===== config.mk =====
export PLATFORM = sky130hd
export DESIGN_NAME = led_mux
export DESIGN_NICKNAME = d
export VERILOG_FILES = /design/src/rtl/led_pkg.sv /design/src/rtl/led_mux_seg7_decode.sv /design/src/rtl/led_mux.sv
export SDC_FILE = /design/constraint.sdc
export NUM_CORES = 1
export LEC_CHECK = 0
export BUFFER_PORTS_ARGS = -buffer_cell sky130_fd_sc_hd__buf_2
export CAP_MARGIN = 30
export CORE_ASPECT_RATIO = 0.9
export CORE_UTILIZATION = 54
export DETAILED_ROUTE_END_ITERATION = 16
export HOLD_SLACK_MARGIN = 0.08
export PLACE_DENSITY = 0.84
export SLEW_MARGIN = 20
export SYNTH_ARGS = -nofsm -noshare
export SYNTH_HDL_FRONTEND = slang
export SYNTH_SLANG_ARGS = --single-unit

===== constraint.sdc =====
create_clock -name clk -period 2.8 [get_ports clk]
set_clock_uncertainty 0.15 [all_clocks]
set_input_delay 0.42 -clock clk [delete_from_list [all_inputs] [get_ports clk]]
set_output_delay 0.42 -clock clk [all_outputs]
set_load 0.03 [all_outputs]

===== src/rtl/led_pkg.sv =====
// Shared constants for the seven-segment scoreboard driver.
// Segment patterns are active-low: bit0 = a ... bit6 = g.
package led_pkg;

    localparam int NUM_DIGITS = 4;
    localparam int SEL_W      = $clog2(NUM_DIGITS);

    localparam logic [3:0] DIGIT_DASH = 4'd15;

    localparam logic [6:0] SEG_0    = 7'b1000000;
    localparam logic [6:0] SEG_1    = 7'b1111001;
    localparam logic [6:0] SEG_2    = 7'b0100100;
    localparam logic [6:0] SEG_3    = 7'b0110000;
    localparam logic [6:0] SEG_4    = 7'b0011001;
    localparam logic [6:0] SEG_5    = 7'b0010010;
    localparam logic [6:0] SEG_6    = 7'b0000010;
    localparam logic [6:0] SEG_7    = 7'b1111000;
    localparam logic [6:0] SEG_8    = 7'b0000000;
    localparam logic [6:0] SEG_9    = 7'b0010000;
    localparam logic [6:0] SEG_A    = 7'b0001000;
    localparam logic [6:0] SEG_B    = 7'b0000011;
    localparam logic [6:0] SEG_C    = 7'b1000110;
    localparam logic [6:0] SEG_D    = 7'b0100001;
    localparam logic [6:0] SEG_E    = 7'b0000110;
    localparam logic [6:0] SEG_DASH = 7'b0111111;
    localparam logic [6:0] SEG_OFF  = 7'b1111111;

endpackage


===== src/rtl/led_mux_seg7_decode.sv =====
// Combinational hex-ish glyph decoder: 0-9, A b C d E, and 15 as a dash.
module seg7_decode
    import led_pkg::*;
(
    input  logic [3:0] code,
    output logic [6:0] seg
);

    always_comb begin
        seg = SEG_OFF;
        case (code)
            4'd0:       seg = SEG_0;
            4'd1:       seg = SEG_1;
            4'd2:       seg = SEG_2;
            4'd3:       seg = SEG_3;
            4'd4:       seg = SEG_4;
            4'd5:       seg = SEG_5;
            4'd6:       seg = SEG_6;
            4'd7:       seg = SEG_7;
            4'd8:       seg = SEG_8;
            4'd9:       seg = SEG_9;
            4'd10:      seg = SEG_A;
            4'd11:      seg = SEG_B;
            4'd12:      seg = SEG_C;
            4'd13:      seg = SEG_D;
            4'd14:      seg = SEG_E;
            DIGIT_DASH: seg = SEG_DASH;
            default:    seg = SEG_OFF;
        endcase
    end

endmodule


===== src/rtl/led_mux.sv =====
// Four-digit multiplexed common-anode display driver (active-low segments/anodes).
// Define LED_MUX_ZERO_BLANK_EN to blank leading zeros (digit 0 is never blanked).
module led_mux
    import led_pkg::*;
#(
    parameter int CLK_DIV = 100000
) (
    input  logic        clk,
    input  logic        rst,
    input  logic [15:0] digits,
    output logic [6:0]  LED_Seg,
    output logic [3:0]  LED_Val
);

    localparam int                CNT_W   = (CLK_DIV > 1) ? $clog2(CLK_DIV) : 1;
    localparam logic [CNT_W-1:0] CNT_MAX = CNT_W'(CLK_DIV - 1);

    logic [CNT_W-1:0]      cnt_q, cnt_d;
    logic [SEL_W-1:0]      sel_q, sel_d;
    logic [6:0]            seg_q, seg_d;
    logic [NUM_DIGITS-1:0] val_q, val_d;

    logic [3:0]            cur_code;
    logic [6:0]            dec_seg;
    logic [NUM_DIGITS-1:0] blank_mask;

    assign cur_code = digits[{sel_q, 2'b00} +: 4];

    seg7_decode u_decode (
        .code (cur_code),
        .seg  (dec_seg)
    );

`ifdef LED_MUX_ZERO_BLANK_EN
    // A digit is blank when it and every digit above it are zero.
    for (genvar gi = 0; gi < NUM_DIGITS; gi++) begin : g_blank
        if (gi == 0) begin : g_first
            assign blank_mask[gi] = 1'b0;
        end else begin : g_upper
            assign blank_mask[gi] = (digits[4*NUM_DIGITS-1:4*gi] == '0);
        end
    end
`else
    assign blank_mask = '0;
`endif

    always_comb begin
        cnt_d = cnt_q + CNT_W'(1);
        sel_d = sel_q;
        if (cnt_q == CNT_MAX) begin
            cnt_d = '0;
            sel_d = sel_q + SEL_W'(1);
        end
        seg_d = blank_mask[sel_q] ? SEG_OFF : dec_seg;
        val_d = ~(NUM_DIGITS'(1) << sel_q);
    end

    always_ff @(posedge clk) begin
        if (rst) begin
            cnt_q <= '0;
            sel_q <= '0;
            seg_q <= SEG_OFF;
            val_q <= '1;
        end else begin
            cnt_q <= cnt_d;
            sel_q <= sel_d;
            seg_q <= seg_d;
            val_q <= val_d;
        end
    end

    assign LED_Seg = seg_q;
    assign LED_Val = val_q;

endmodule


After elaboration in Yosys (flattened, before gate mapping) --
Memories as Yosys holds them, arrays and structs flattened. A register that Yosys moved wholly into a read port is not among the register bits. Index checks and enable logic that the tools add are counted.
Cells by class: order comparisons 1, reductions and logical operators 2, bitwise gates (word level) 1, shifts and indexed selects 2, equal/unequal tests 1, add/sub/neg operators 2, muxes and demuxes 2
Operator list (number):
- 17-bit by 1-bit adder with 17-bit output (second input constant) | 1
- 17-bit == test (second input constant) | 1
- 16-bit by 5-bit variable part select with 4-bit output | 1
- 4-bit NOT | 1
- 2-bit OR reduction | 2
- 1-bit by 2-bit left shift with 4-bit output (first input constant) | 1
- 2-bit by 3-bit less-than comparator with 1-bit output (second input constant) | 1
- 2-bit by 1-bit adder with 2-bit output (second input constant) | 1
- 1-bit binary-select mux with 2-bit select | 1
- 1-bit two-way mux | 1
Word-level totals: register bits after elaboration 23, bits in read-only memories 112, bits of input ports 18, word-level logic and storage cells 15, memories kept 1, output and inout port bits 11
Memories:
- (no name shown) | words 16, width 7, read ports 1, clocked after Yosys merged registers in 1, write ports 0, RTL line led_mux_seg7_decode.sv:11 | case (code)

Longest topological paths before layout --
Gate-level depths: netlist (run 1).
word-level depth 3, gate-level depth with buffers 8, depth with buffers taken out 7

By module --
From an unflattened synthesis (run 1), not the netlist that was laid out.
Second synthesis, totals: cells, all modules 161, area total of the unflattened synthesis 1630.3 µm²
Modules (own cells, without submodules):
- led_mux | cells an instance 134, area an instance 1365.1 µm², instances 1
- seg7_decode | cells an instance 27, area an instance 265.3 µm², instances 1

Worst setup path after synthesis (run 1) --
OpenSTA, ideal clock, no wires.
path kind register -> register, start register sel_q[0], end register seg_q[6], in the netlist LED_Seg[6], data required time 2.530 ns, arrival 1.887 ns, buffers on the path 1, period minus slack after synthesis 2.157 ns, slack 0.643 ns, cell stages (with the launch flop) 8, path through dfxtp_1 > buf_6 > mux4_1 > ha_1 > inv_1 > nor2_1 > a21o_1 > a211o_1
Between the ends: word-level cells in the longest chain between the ends 3
RTL lines:
- from (decl) | RTL line led_mux.sv:19 | logic [SEL_W-1:0] sel_q, sel_d;
- from (signal assigned) | RTL line led_mux.sv:66 | sel_q <= sel_d;
- branches (longest 3 deep; another with 16-bit by 5-bit variable part select with 4-bit output)
- to (decl) | RTL line led_mux.sv:20 | logic [6:0] seg_q, seg_d;
Parallel ways; which one is timed is not known. The select of a mux whose other input is x is not followed. A chain may end at the register's enable or synchronous reset.

Worst setup path after layout (run 1) --
start register sel_q[0], end register seg_q[0], in the netlist LED_Seg[0]
Same word-level chain as after synthesis.

==> results of run 1 <==
[metal layers]
layer	vias up	GRT usage [%]	share of wire [%]
met5	-	0	0
li1	628	-	-
met3	8	9.38	5.2
met1	600	24.0	45
met4	0	14.7	2.6
met2	34	39.8	47
[state kept, by name (all words and copies together), names as in the netlist]
| name | cells |
|---|---|
| LED_Val | 4 |
| cnt_q | 17 |
| sel_q | 2 |
| LED_Seg | 7 |
[report_power, final]
group	total [uW]	switching (uW)	internal, uW
Clock	267	146	121
Sequential	444	4.50	440
Combinational	98.8	60.0	38.8
Total	810	210	600
[worst min-delay path by stage]
stage / startpoint / end / slack [ps] / cells after the start
floorplan: cnt_q[0] / cnt_q[0] / 260 / 1
global placement: cnt_q[0] / cnt_q[0] / 270 / 1
detailed placement: cnt_q[0] / cnt_q[0] / 290 / 1
CTS: rst / sel_q[1] / 270 / 2
global route: rst / sel_q[0] / 270 / 2
finish: rst / sel_q[1] / 280 / 2
[cells in the final DEF, fill, tap and decap left out, types with 2 or more instances in the layout]
cell type	netlist	layout
dfxtp_1	30	30
buf_2	3	28
nor2_1	20	20
ha_1	11	11
inv_1	10	10
xor2_1	10	10
nand2_1	8	8
nand4_1	7	7
o21ai_0	6	6
a21oi_1	6	6
nand3_1	5	5
nand2b_1	5	5
clkbuf_4	0	5
mux4_1	3	3
nor3_1	3	3
and3_1	3	3
and4_1	3	3
or3_1	3	3
o22ai_1	2	2
a222oi_1	2	2
nor4b_1	2	2
a21o_1	2	2
xnor2_1	2	2
mux2i_1	2	2
[layout make-up]
cell class              instances  area, um^2  area share (%)
multi-input cells             116         855            49.1
flip-flops and latches         30         601            34.5
repair buffers                 28         140            8.05
clock buffers                   7        55.1            3.16
well taps                      38        47.5            2.73
inverters                      10        37.5            2.16
clock inverters                 1        5.00           0.288
[cells in the mapped netlist (3+ instances only)]
cell type  instances  area, um^2
or3_1              3        18.8
and4_1             3        26.3
o21ai_0            6        30.0
xor2_1            10        87.6
buf_2              3        15.0
a21oi_1            6        30.0
nand3_1            5        25.0
ha_1              11         138
dfxtp_1           30         601
nand2b_1           5        31.3
nor2_1            20        75.1
nand4_1            7        43.8
and3_1             3        18.8
mux4_1             3        78.8
inv_1             10        37.5
nand2_1            8        30.0
nor3_1             3        15.0
[per-stage QoR]
step                      util [%]  cell area (um^2)  worst slack (ps)  power, uW
after floorplan                  -              1540               643        524
after global placement        65.3              1680               517        548
after detailed placement      65.3              1680               419        552
after CTS                     67.6              1740               391        814
after global routing          67.6              1740               270        849
final                         67.6              1740               357        810
[cell families after synthesis]
family | after synthesis
flops | 30
simple gates | 66
xor+xnor | 12
buf+inv | 17
fa+ha+maj | 11
compound gates | 21
mux | 6
[worst register-to-register path: stages (launching register included)]
cell,delay (ps)
dfxtp_1,520
mux4_1,730
inv_1,160
ha_1,200
and2b_2,180
nor2_1,60
a222oi_1,330
==> results_dict.tcl, run 1 <==
set metrics [dict create \
    layout-drive-gt1-share_pct 20.3 \
    drv_slew 0 \
    synthXorXnorAreaFrac_pct 6.83 \
    nFillCells 195 \
    critical_path_buf_inv_count 1 \
    start_util_pct 59.7 \
    synth-async-reset-ratio_pct 0 \
    power_leakage_uw 0.000751 \
    worstSetupPathDepth 6 \
    setup_viol 0 \
    cp-endpoint "LED_Seg[0]" \
    synth_seq_cells 30 \
    yosysUniqueCellTypes 36 \
    area_delta_synth_final_pct 13.2 \
    wl_per_cell_um 12.8 \
    worstPathArrival_ps 2520 \
    synth_compound_area_share_pct 8.71 \
    whs_ps 283 \
    antenna_found_initial 0 \
    vdd_drop_max_v 0.000407 \
    cp_top_family "multiplexers" \
    grt_max_degree 17 \
    grtUsageTotal_pct 23.4 \
    fin_setup_tns_ps 0 \
    grt_overflow 0 \
    rr_startpoint "sel_q[0]" \
    antenna_left 0 \
    r2r-end "LED_Seg[0]" \
    antenna_cells 0 \
    muxShareOfSynthArea_pct 7.89 \
    firstDrtPassIters 5 \
    worstHoldPathType "in -> reg" \
    slowest_stage "mux4_1" \
    hpwl_um 2140 \
    cp_cell_sequence "mux4_1 > inv_1 > ha_1 > and2b_2 > nor2_1 > a222oi_1" \
    postCtsResizedCells 0 \
    fmax_mhz 409 \
    drtIter0Drc 42 \
    synth_fp_nets 192 \
    hold_viol_final 0 \
    yosysWarnings 0 \
    ys.flop_type "dfxtp_1" \
    synth_area_mm2 0.00154 \
    synth_fa_ha_area_share_pct 8.95 \
    power_density_mw_per_mm2 465 \
    grt_pass1_wl_um 5140 \
    synth_cells 163 \
    crit_type "reg -> reg" \
    slew_headroom_pct 63.0 \
    critPathLaunchType "register" \
    hold_buffers 0 \
    drv_cap 0 \
    core_area_mm2 0.00257 \
    post_cts_buffers 0 \
    htree_num_levels 2 \
    avgSynthCellArea_um2 9.43 \
    fin_cells 230 \
    rrSetupSlack_ps 360 \
    avgViaCountPerCell 5.52 \
    rsz0062_at_grt "no" \
    synth-seq-area-share_pct 39.1 \
    synth_top_family_by_area "simple AND/OR/NAND/NOR gates" \
    gp_congestion 0.773 \
    end_kind "register" \
    crit_start "sel_q[0]" \
    clock_sinks 30 \
    cts_tree "yes" \
    synth_edf_count 0 \
    cts_root_buffer "clkbuf_4" \
    die_area_mm2 0.00307 \
    path_clk_slew_ps 90 \
    fp.dieH_um 52.6 \
    drc 0 \
    post-route-period-util_pct 87.3 \
    grt_pass1_vias 1228 \
    min_period_ps 2440 \
    ios 29 \
    insertion_delay_ps 340 \
    reg2reg_depth 6 \
    cts_buffers 5 \
    portBuffers 28 \
    vias 1270 \
    die_x_um 58.3 \
    dp.cells 222 \
    critPathMaxStageDelay_ps 730 \
    rows 17 \
    synth-simple-area-share_pct 23.2 \
    critPathMaxFanout 7 \
    worst_pin_slew_ps 554 \
    crit_required_ps 2880 \
    finalWirelength_um 2960 \
    cts_max_path_buffers 2 \
    finalNetCount 220 \
    status "complete, no violations" \
]
Note: power is estimated with default switching activity, not from simulation.
==> run 2: changes to the inputs <==
--- a/config.mk
+++ b/config.mk
@@ -10,6 +10,6 @@
 export CORE_ASPECT_RATIO = 0.9
-export CORE_UTILIZATION = 54
+export CORE_UTILIZATION = 50
 export DETAILED_ROUTE_END_ITERATION = 16
 export HOLD_SLACK_MARGIN = 0.08
-export PLACE_DENSITY = 0.84
+export PLACE_DENSITY = 0.79
 export SLEW_MARGIN = 20
==> constraint.sdc (replaced) <==
create_clock -name clk -period 2.8 [get_ports clk]
set_clock_uncertainty 0.15 [all_clocks]
set_input_delay 0.7 -clock clk [delete_from_list [all_inputs] [get_ports clk]]
set_output_delay 0.7 -clock clk [all_outputs]
set_load 0.03 [all_outputs]
==> run 2 against run 1 <==
Effect of this change:
- maximum frequency rose by 0.28%
- cell count rose by 0.87%
- hold slack improved by 19 ps
- count of clock-buffer cells in the layout did not move
- die area rose by 7.7%
- critical path type unchanged
- critical endpoint is now LED_Seg[3]
- highest routed layer unchanged
==> results_dict.tcl, run 2 (synthesis gave the netlist of run 1 again) <==
set metrics [dict create \
    slew_headroom_pct 63.9 \
    die_x_um 60.5 \
    worst_pin_slew_ps 542 \
    finalNetCount 220 \
    fp.dieH_um 54.6 \
    core_area_mm2 0.00284 \
    grtUsageTotal_pct 21.9 \
    dp.cells 224 \
    slowest_stage "mux4_1" \
    fmax_mhz 410 \
    hold_viol_final 0 \
    insertion_delay_ps 330 \
    crit_type "reg -> reg" \
    vdd_drop_max_v 0.000330 \
    final_common_cell "dfxtp_1" \
    busiest_layer "met2" \
    htree_num_levels 2 \
    antenna_left 0 \
    antenna_found_initial 0 \
    use_met2_pct 39.2 \
    start_util_pct 54.2 \
    setup_viol 0 \
    firstDrtPassIters 4 \
    antenna_cells 0 \
    critical_path_buf_inv_count 1 \
    layout-drive-gt1-share_pct 19.8 \
    worstPathArrival_ps 2520 \
    ios 29 \
    grt_use_met3_pct 7.80 \
    path_clk_slew_ps 100 \
    cts_buffers 5 \
    post_cts_buffers 0 \
    portBuffers 28 \
    top_register "cnt_q" \
    final.setup.worst_slack_ps 364 \
    rows 18 \
    fin_cells 232 \
    critPathLaunchType "register" \
    reg2reg_depth 6 \
    end_kind "register" \
    whs_ps 302 \
    vias 1262 \
    avgViaCountPerCell 5.44 \
    die_area_mm2 0.00330 \
    finalWirelength_um 3010 \
    worstSetupPathDepth 6 \
    grt_max_degree 17 \
    drtIter0Drc 37 \
    largest_register_ffs 17 \
    fin_setup_tns_ps 0 \
    hpwl_um 2260 \
    drv_slew 0 \
    crit_required_ps 2880 \
    post-route-period-util_pct 87.0 \
    critPathMaxStageDelay_ps 730 \
    rsz0062_at_grt "no" \
    power_leakage_uw 0.000755 \
    min_period_ps 2440 \
    worstHoldPathType "reg -> reg" \
    cts_root_buffer "clkbuf_4" \
    drv_cap 0 \
    drc 0 \
    wl_per_cell_um 13.0 \
    postCtsResizedCells 0 \
    clock_sinks 30 \
    place_ws_ps 203 \
    use_met1_pct 23.3 \
    area_delta_synth_final_pct 14.3 \
    cp_top_family "multiplexers" \
    grt_pass1_wl_um 5110 \
    grt_pass1_vias 1191 \
    critPathMaxFanout 7 \
    power_density_mw_per_mm2 498 \
    hold_buffers 0 \
    cts_max_path_buffers 2 \
    gp_congestion 0.893 \
    grt_overflow 0 \
    status "complete, no violations" \
    total_power_uw 876 \
    cp_cell_sequence "mux4_1 > inv_1 > ha_1 > and2b_2 > nor2_1 > a222oi_1" \
    cts_tree "yes" \
    mostFrequentLayoutCells "30 x dfxtp_1, 28 x buf_2, 20 x nor2_1, 11 x ha_1" \
    holdPathStages 1 \
]
==> run 2: cell count changes in the layout (fill, tap and decap cells not counted) <==
cell,previous run,this run
bufinv_16,0,1
clkbuf_1,1,2
clkbuf_8,1,0
clkinv_2,1,0
==> run 2: power breakdown <==
group / leakage [uW] / internal, uW / switching [uW]
combinational: 0.000470 / 38.7 / 59.5
sequential: 0.000245 / 440 / 4.78
clock: 0.0000395 / 189 / 144
==> run 2: metal layers <==
metal  routed length, um  share of wire, %
met1                1300                43
met2                1540                51
met3                 113               3.8
met4                  53               1.8
met5                   0                 0
==> run 2: cell type report <==
type / count / area [um^2]
multi-input cells: 116 / 855
repair buffers: 28 / 140
fillers: 261 / 1080
clock inverters: 1 / 30.0
flip-flops and latches: 30 / 601
inverters: 10 / 37.5
well taps: 40 / 50.0
clock buffers: 7 / 45.0
==> run 2: final timing paths <==
kind | from | endpoint | slack [ps]
worst max register to register | sel_q[0] | LED_Seg[3] | 360
worst max-delay path | sel_q[0] | LED_Seg[3] | 360
worst min register to register | cnt_q[0] | cnt_q[0] | 300
worst min-delay path | cnt_q[0] | cnt_q[0] | 300
==> run 2: per-stage QoR <==
step	instance area [um^2]	util, %
after floorplan	1540	-
after global placement	1680	59.3
after detailed placement	1680	59.3
after CTS	1760	61.9
after global routing	1760	61.9
final	1760	61.9
==> run 2: worst register-to-register path: cells and delay by family, from the launching register on <==
kind / cells / cell delay (ps)
buf+inv: 1 / 160
compound gates: 1 / 330
flops: 1 / 520
mux: 1 / 730
simple gates: 2 / 240
fa+ha+maj: 1 / 200
==> run 3: changes to the inputs <==
Clock period 2.8 ns to 2.3 ns, I/O delays scaled along.
==> run 3 against run 2 <==
Effect of this change:
- core utilization is 0.93 points higher
- sequential cell count did not move
- maximum frequency increased by 14%
- highest routed layer unchanged
- die area unchanged
- critical path type unchanged
==> results_dict.tcl, run 3 (synthesis gave the netlist of run 1 again) <==
set metrics [dict create \
    status "complete, no violations" \
    hold_buffers 0 \
    die_area_mm2 0.00330 \
    wl_per_cell_um 12.5 \
    firstDrtPassIters 4 \
    cts_max_path_buffers 2 \
    clock_sinks 30 \
    power_density_mw_per_mm2 555 \
    grt_pass1_wl_um 4850 \
    insertion_delay_ps 330 \
    drv_slew 0 \
    ios 29 \
    htree_num_levels 2 \
    end_kind "register" \
    gp_congestion 0.831 \
    grt_overflow 0 \
    grtUsageTotal_pct 20.6 \
    fp.dieH_um 54.6 \
    critPathMaxFanout 4 \
    antenna_cells 0 \
    avgViaCountPerCell 5.21 \
    mostFrequentLayoutCells "30 x dfxtp_1, 28 x buf_2, 20 x nor2_1, 11 x ha_1" \
    die_x_um 60.5 \
    nFillCells 253 \
    final_common_cell "dfxtp_1" \
    dp.cells 230 \
    worstPathArrival_ps 2220 \
    layout-drive-gt1-share_pct 23.2 \
    final-seq-area_um2 601 \
    antenna_left 0 \
    grt_max_degree 17 \
    whs_ps 299 \
    largest_register_ffs 17 \
    top_register "cnt_q" \
    crit_type "reg -> reg" \
    crit_required_ps 2370 \
    post-route-period-util_pct 93.3 \
    finalNetCount 226 \
    hold_viol_final 0 \
    slew_headroom_pct 77.4 \
    hpwl_um 2220 \
    grt_pass1_vias 1183 \
    worst_pin_slew_ps 338 \
    worstHoldPathType "reg -> reg" \
    fmax_mhz 466 \
    fin_setup_tns_ps 0 \
    drc 0 \
    drtIter0Drc 42 \
    start_util_pct 54.2 \
    setup_viol 0 \
    drv_cap 0 \
    power_leakage_uw 0.000777 \
    path_clk_slew_ps 90 \
    fin_cells 238 \
    cts_buffers 5 \
    vdd_drop_max_v 0.000396 \
    multi_input_area_um2 851 \
    min_period_ps 2150 \
    finalWirelength_um 2980 \
    area_delta_synth_final_pct 16.0 \
    cts_tree "yes" \
    rsz0062_at_grt "no" \
    cts_root_buffer "clkbuf_4" \
    core_area_mm2 0.00284 \
    vias 1240 \
    rows 18 \
    portBuffers 28 \
    critPathLaunchType "register" \
    antenna_found_initial 0 \
    total_power_uw 991 \
]
[run 3: cell types whose count changed in the layout (fill, tap and decap cells not counted), sizes merged]
| cell | delta |
|---|---|
| clkinv | +1 |
| buf | +6 |
| bufinv | -1 |
[run 3: cell type report]
class,count,area share (%)
Multi-Input combinational cell,116,47.7
Sequential cell,30,33.7
Timing Repair Buffer,34,10.4
Clock buffer,7,3.09
Tap cell,40,2.81
Inverter,10,2.10
Clock inverter,1,0.281
[run 3: worst max-delay path: stages, from the launching register on]
cell and delay (ps):
dfxtp_1 430, mux4_1 660, ha_1 250, inv_1 80, nor2_1 60, a21o_1 150, a211o_1 270
[run 3: power by group]
part | internal (uW) | switching, uW
logic | 52.8 | 73.9
clock network | 148 | 175
registers | 535 | 5.85
total | 736 | 255
[run 3: stage by stage]
| step | cell area, um^2 | setup WS, ps | utilization [%] |
|---|---|---|---|
| after floorplan | 1540 | 97.8 | - |
| after global placement | 1730 | 21.3 | 60.9 |
| after detailed placement | 1730 | -73.0 | 60.9 |
| after CTS | 1790 | 92.4 | 63.0 |
| after global routing | 1780 | 5.05 | 62.9 |
| final | 1780 | 155 | 62.9 |
[run 3: what timing repair did]
item                                    4_1_cts  5_1_grt
setup buffers                                 0        0
endpoints found under the setup margin        0        2
gates resized for setup                       0        1
[run 3: final timing paths]
check	end	from	slack, ps	cells after the start
hold reg to reg	cnt_q[0]	cnt_q[0]	300	1
hold / removal	cnt_q[0]	cnt_q[0]	300	1
setup reg to reg	LED_Seg[6]	sel_q[0]	150	6
setup / recovery	LED_Seg[6]	sel_q[0]	150	6
[run 3: metal layers]
| metal | GRT usage (%) | part of all wire [%] |
|---|---|---|
| met5 | 0 | 0 |
| met4 | 10.6 | 1.6 |
| met2 | 35.9 | 49 |
| met3 | 5.67 | 4.0 |
| met1 | 23.3 | 45 |
